--- src/rtl/mem_arbiter.sv ---
// mem_arbiter: two-port round-robin front end for a single-port data RAM.
// Serialises one access per IDLE/ACCESS pair, returns read data with a
// one-cycle valid pulse, and can zero the whole array by walking every address.
module mem_arbiter #(
    parameter int ADDR_W = 5,
    parameter int DATA_W = 32
) (
    input  logic              clock,
    input  logic              reset,
    input  logic              req0,
    input  logic              req1,
    input  logic              we0,
    input  logic              we1,
    input  logic [ADDR_W-1:0] addr0,
    input  logic [ADDR_W-1:0] addr1,
    input  logic [DATA_W-1:0] wdata0,
    input  logic [DATA_W-1:0] wdata1,
    output logic              gnt0,
    output logic              gnt1,
    output logic              rvalid0,
    output logic              rvalid1,
    output logic [DATA_W-1:0] rdata0,
    output logic [DATA_W-1:0] rdata1,
    input  logic              clear_req,
    output logic              busy,
    output logic              clear_done,
    output logic [ADDR_W-1:0] ram_addr,
    output logic              ram_write,
    output logic              ram_read,
    output logic [DATA_W-1:0] ram_wdata,
    input  logic [DATA_W-1:0] ram_rdata
);

    localparam int DEPTH = 2 ** ADDR_W;
    // cnt is one bit wider than the address so the final-address test is unambiguous
    localparam logic [ADDR_W:0] LAST_CNT = (ADDR_W + 1)'(DEPTH - 1);

    typedef enum logic [1:0] {
        IDLE   = 2'd0,
        ACCESS = 2'd1,
        CLEAR  = 2'd2
    } state_t;

    state_t            state_reg, state_next;
    logic              last_reg, last_next;
    logic              clear_pend_reg, clear_pend_next;
    logic [ADDR_W:0]   cnt_reg, cnt_next;
    logic              sel_port_reg, sel_port_next;
    logic              sel_we_reg, sel_we_next;
    logic [ADDR_W-1:0] sel_addr_reg, sel_addr_next;
    logic [DATA_W-1:0] sel_wdata_reg, sel_wdata_next;
    logic              clear_done_reg, clear_done_next;
    logic              rvalid0_reg, rvalid0_next;
    logic              rvalid1_reg, rvalid1_next;
    logic [DATA_W-1:0] rdata0_reg, rdata1_reg;
    logic              pick;

    // Round-robin choice: on a tie the port that was not granted last wins;
    // otherwise the lone requester (port 1 if req1, else port 0).
    assign pick = (req0 && req1) ? ~last_reg : req1;

    assign clear_done = clear_done_reg;
    assign rvalid0    = rvalid0_reg;
    assign rvalid1    = rvalid1_reg;
    assign rdata0     = rdata0_reg;
    assign rdata1     = rdata1_reg;

    // Next-state, request selection and RAM-side outputs
    always_comb begin
        state_next      = state_reg;
        last_next       = last_reg;
        clear_pend_next = clear_pend_reg;
        cnt_next        = cnt_reg;
        sel_port_next   = sel_port_reg;
        sel_we_next     = sel_we_reg;
        sel_addr_next   = sel_addr_reg;
        sel_wdata_next  = sel_wdata_reg;
        clear_done_next = 1'b0;
        rvalid0_next    = 1'b0;
        rvalid1_next    = 1'b0;
        gnt0            = 1'b0;
        gnt1            = 1'b0;
        busy            = 1'b0;
        ram_addr        = '0;
        ram_write       = 1'b0;
        ram_read        = 1'b0;
        ram_wdata       = '0;

        case (state_reg)
            IDLE: begin
                if (clear_req || clear_pend_reg) begin
                    state_next      = CLEAR;
                    cnt_next        = '0;
                    clear_pend_next = 1'b0;
                end else if (req0 || req1) begin
                    state_next     = ACCESS;
                    last_next      = pick;
                    sel_port_next  = pick;
                    sel_we_next    = pick ? we1 : we0;
                    sel_addr_next  = pick ? addr1 : addr0;
                    sel_wdata_next = pick ? wdata1 : wdata0;
                end
            end
            ACCESS: begin
                busy         = 1'b1;
                ram_addr     = sel_addr_reg;
                ram_write    = sel_we_reg;
                ram_read     = ~sel_we_reg;
                ram_wdata    = sel_we_reg ? sel_wdata_reg : '0;
                gnt0         = ~sel_port_reg;
                gnt1         = sel_port_reg;
                rvalid0_next = ~sel_we_reg & ~sel_port_reg;
                rvalid1_next = ~sel_we_reg & sel_port_reg;
                if (clear_req) begin
                    clear_pend_next = 1'b1;
                end
                state_next = IDLE;
            end
            CLEAR: begin
                busy      = 1'b1;
                ram_write = 1'b1;
                ram_addr  = cnt_reg[ADDR_W-1:0];
                cnt_next  = cnt_reg + (ADDR_W + 1)'(1);
                if (clear_req) begin
                    clear_pend_next = 1'b1;
                end
                if (cnt_reg == LAST_CNT) begin
                    state_next      = IDLE;
                    clear_done_next = 1'b1;
                    // a clear request landing on the final cycle is kept for later
                    clear_pend_next = clear_req;
                end
            end
            default: begin
                state_next = IDLE;
            end
        endcase
    end

    // State, selection registers and registered read-return / done pulses
    always_ff @(posedge clock) begin
        if (reset) begin
            state_reg      <= IDLE;
            last_reg       <= 1'b1;
            clear_pend_reg <= 1'b0;
            cnt_reg        <= '0;
            sel_port_reg   <= 1'b0;
            sel_we_reg     <= 1'b0;
            sel_addr_reg   <= '0;
            sel_wdata_reg  <= '0;
            clear_done_reg <= 1'b0;
            rvalid0_reg    <= 1'b0;
            rvalid1_reg    <= 1'b0;
            rdata0_reg     <= '0;
            rdata1_reg     <= '0;
        end else begin
            state_reg      <= state_next;
            last_reg       <= last_next;
            clear_pend_reg <= clear_pend_next;
            cnt_reg        <= cnt_next;
            sel_port_reg   <= sel_port_next;
            sel_we_reg     <= sel_we_next;
            sel_addr_reg   <= sel_addr_next;
            sel_wdata_reg  <= sel_wdata_next;
            clear_done_reg <= clear_done_next;
            rvalid0_reg    <= rvalid0_next;
            rvalid1_reg    <= rvalid1_next;
            if (rvalid0_next) begin
                rdata0_reg <= ram_rdata;
            end
            if (rvalid1_next) begin
                rdata1_reg <= ram_rdata;
            end
        end
    end

endmodule

--- config.mk ---
export PLATFORM = sky130hd
export DESIGN_NAME = mem_arbiter
export DESIGN_NICKNAME = d
export VERILOG_FILES = /design/src/rtl/mem_arbiter.sv
export SDC_FILE = /design/constraint.sdc
export NUM_CORES = 1
export LEC_CHECK = 0
export ABC_AREA = 1
export CAP_MARGIN = 20
export CORE_UTILIZATION = 38
export DETAILED_ROUTE_END_ITERATION = 6
export PLACE_DENSITY = 0.77
export REMOVE_ABC_BUFFERS = 1
export SLEW_MARGIN = 20
export SYNTH_ARGS = -nofsm -noshare
export SYNTH_HDL_FRONTEND = slang
export SYNTH_SLANG_ARGS = --single-unit
--- constraint.sdc ---
create_clock -name clock -period 1.3 [get_ports clock]
set_input_delay 0.13 -clock clock [delete_from_list [all_inputs] [get_ports clock]]
set_output_delay 0.13 -clock clock [all_outputs]
set_load 0.005 [all_outputs]
==> metrics <==
failing checks setup timing; share of cells above drive strength 1 38.8%; final WL 21.2 mm; Slew Viols, Final 0; initial antenna violation count 0; pwr/cell area 1180 mW/mm2; Non-Filler Instances 1183; drt wl/cell 17.9 um; multi-input logic area 0.00323 mm2; Worst Hold Depth 3; drt first-iter violations 387; Pleak 4.64 nW; number of synthesized register bits 116; Worst slew margin 70.2%; Area contributors post-synth dfxtp_1 46%, nor2_1 11%, o21ai_0 10%, a21oi_1 8.3%, inv_1 6.6%; placed cell count 1113; nets 1116; Worst Tran Pin Value 0.446 ns; vias in the first global route 5708; Max Fclk 0.597 GHz; Syn Area/Cell 6.96 um2; clk buf depth 2; top-area cell type share of the netlist area 46.2%; CP Launch Type flop; area growth from synthesis to layout 102%; sequential cell area fraction in the yosys report 46.2%; Hold Slack 0.324 ns; clock-pin slew on the worst setup and hold paths 0.06 ns; FP Rows 41; dpl cell area 0.00771 mm2; number of CTS-inserted buffers 17; worst hold path class in -> reg; gr ovfl total 0; CP endpoint ram_addr[0]; overall die area 0.0137 mm2; Die W 117 um; CP arrival 1.55 ns; Root Driver clkbuf_16; die height 117 um; synthesized cell area 0.00503 mm2; core area 0.0128 mm2; Hold Buf Count CTS 0; Distinct cells, synth 22; Hold Vio Cnt, Final 0; max-cap viol count 0; Clock Latency Late Sink 0.41 ns; min Tclk post-route 1.68 ns; largest area contributor in the netlist dfxtp_1; ANT cells 0; port bufs 221; drt first pass iters 4; Detail Placement HPWL 10.6 mm; Ports 222; CTS tree built; FF-to-FF path depth 11; Worst R2R End sel_wdata_reg[14]$_SDFFE_PP0P_; yosys warns 0; Total GRT Usage 26.8%; final setup margin -0.376 ns; reg2reg setup slack -0.35 ns; first-pass GRT wire length 27.7 mm; DRT antenna net count 0; largest net degree at the start of global routing 38; final setup vio count 128; Final Total Pwr 0.0120 W; H-tree levels 4; status complete, but fails checks; Via Count 6206; critical path data required time 1.17 ns; DRC 0; Worst Path Max Fanout 8; Register Area 0.00234 mm2; CP Class reg -> out; Initial Utilization 39.4%; fillers 718; Layout Skew 0.00857 ns; Peak VDD IR 0.718 mV; GP Congestion 0.826; Synth Instances 722; Worst R2R Start state_reg[1]$_SDFFE_PP0P_; Finished Cell Area 0.0102 mm2; endpoint type of the worst setup path output port; Sink Count 116; fin crit share 129%; RSZ-0062 raised after global routing true; vias per cell 5.25; worst setup path startpoint state_reg[1]$_SDFFE_PP0P_
cell usage in the layout, fill, tap and decap left out, drive strengths merged:
master and n:
o21ai 113, dlygate4sd2 34, clkdlybuf4s50 112, bufinv 3
buf 120, a21boi 2, o21bai 1, a21oi 83
nand2 73, clkbuf 28, dlymetal6s2s 33, dfxtp 116
nand3 40, clkinv 2, inv 93, clkinvlp 3
nor3 1, ha 5, nor2 149
worst min-delay path by stage:
stage	to	from
finish	sel_wdata_reg[10]$_SDFFE_PP0P_	wdata1[10]
global route	sel_wdata_reg[10]$_SDFFE_PP0P_	wdata1[10]
CTS	sel_addr_reg[1]$_SDFFE_PP0P_	addr1[1]
detailed placement	rdata1[9]$_SDFFE_PP0P_	rdata1[9]$_SDFFE_PP0P_
global placement	rdata1[6]$_SDFFE_PP0P_	rdata1[6]$_SDFFE_PP0P_
floorplan	cnt_reg[0]$_SDFFE_PP0P_	reset
Yosys cell counts (all sizes together):
library cell and number:
nand2 73, o21ai 113, o21bai 1, clkbuf 23, dfxtp 116, a21oi 83
nor3 1, inv 90, nor2 149, a21boi 2, buf 25, ha 5
clkinv 1, nand3 40
metal layers:
layer | routed length, um | track usage [%]
met5 | 0 | 0
met4 | 637 | 11.9
met3 | 2050 | 8.19
met2 | 10800 | 48.6
met1 | 7700 | 28.5
final cells by class:
class                      instances  area share [%]
multi-input combinational        467            31.8
sequential                       116            23.0
clock buffer                      22            4.86
timing repair buffer             305            33.2
clock inverter                    10            1.42
inverter                          91            3.56
tap                              172            2.12
repair_timing:
item / CTS / global route
gates resized for setup: 382 / 285
endpoints found under the setup margin: 223 / 190
pin swaps: 13 / 53
buffers inserted: 11 / 10
gates cloned: 15 / 5
power by group:
group / switching [W] / internal [W]
clock: 0.00176 / 0.00328
combinational: 0.00144 / 0.00150
sequential: 0.000195 / 0.00382
kinds of logic after synthesis:
family                   share of synthesized area (%)
adder cells (fa/ha/maj)                           1.24
flip-flops                                        46.2
AO/OA/AOI/OAI                                     20.0
buffers and inverters                             11.4
AND/OR/NAND/NOR                                   21.2
worst max-delay path, stage by stage, from the launching register on:
cell     delay [ns]
dfxtp_2        0.36
buf_4          0.13
ha_4           0.19
nand2_1        0.13
a21oi_4        0.18
buf_2          0.14
stage by stage:
| step | util, % | worst slack, ns | setup TNS [ns] |
|---|---|---|---|
| 3_3_place_gp | 60.4 | -0.347 | -31.08 |
| 3_5_place_dp | 60.4 | -0.393 | -34.95 |
| 5_1_grt | 79.5 | -0.451 | -41.33 |
| 6_report | 79.5 | -0.376 | -34.06 |
| 4_1_cts | 71.4 | -0.360 | -33.60 |
| 2_1_floorplan | - | -0.910 | -100.11 |
Note: power is estimated with default switching activity, not from simulation.
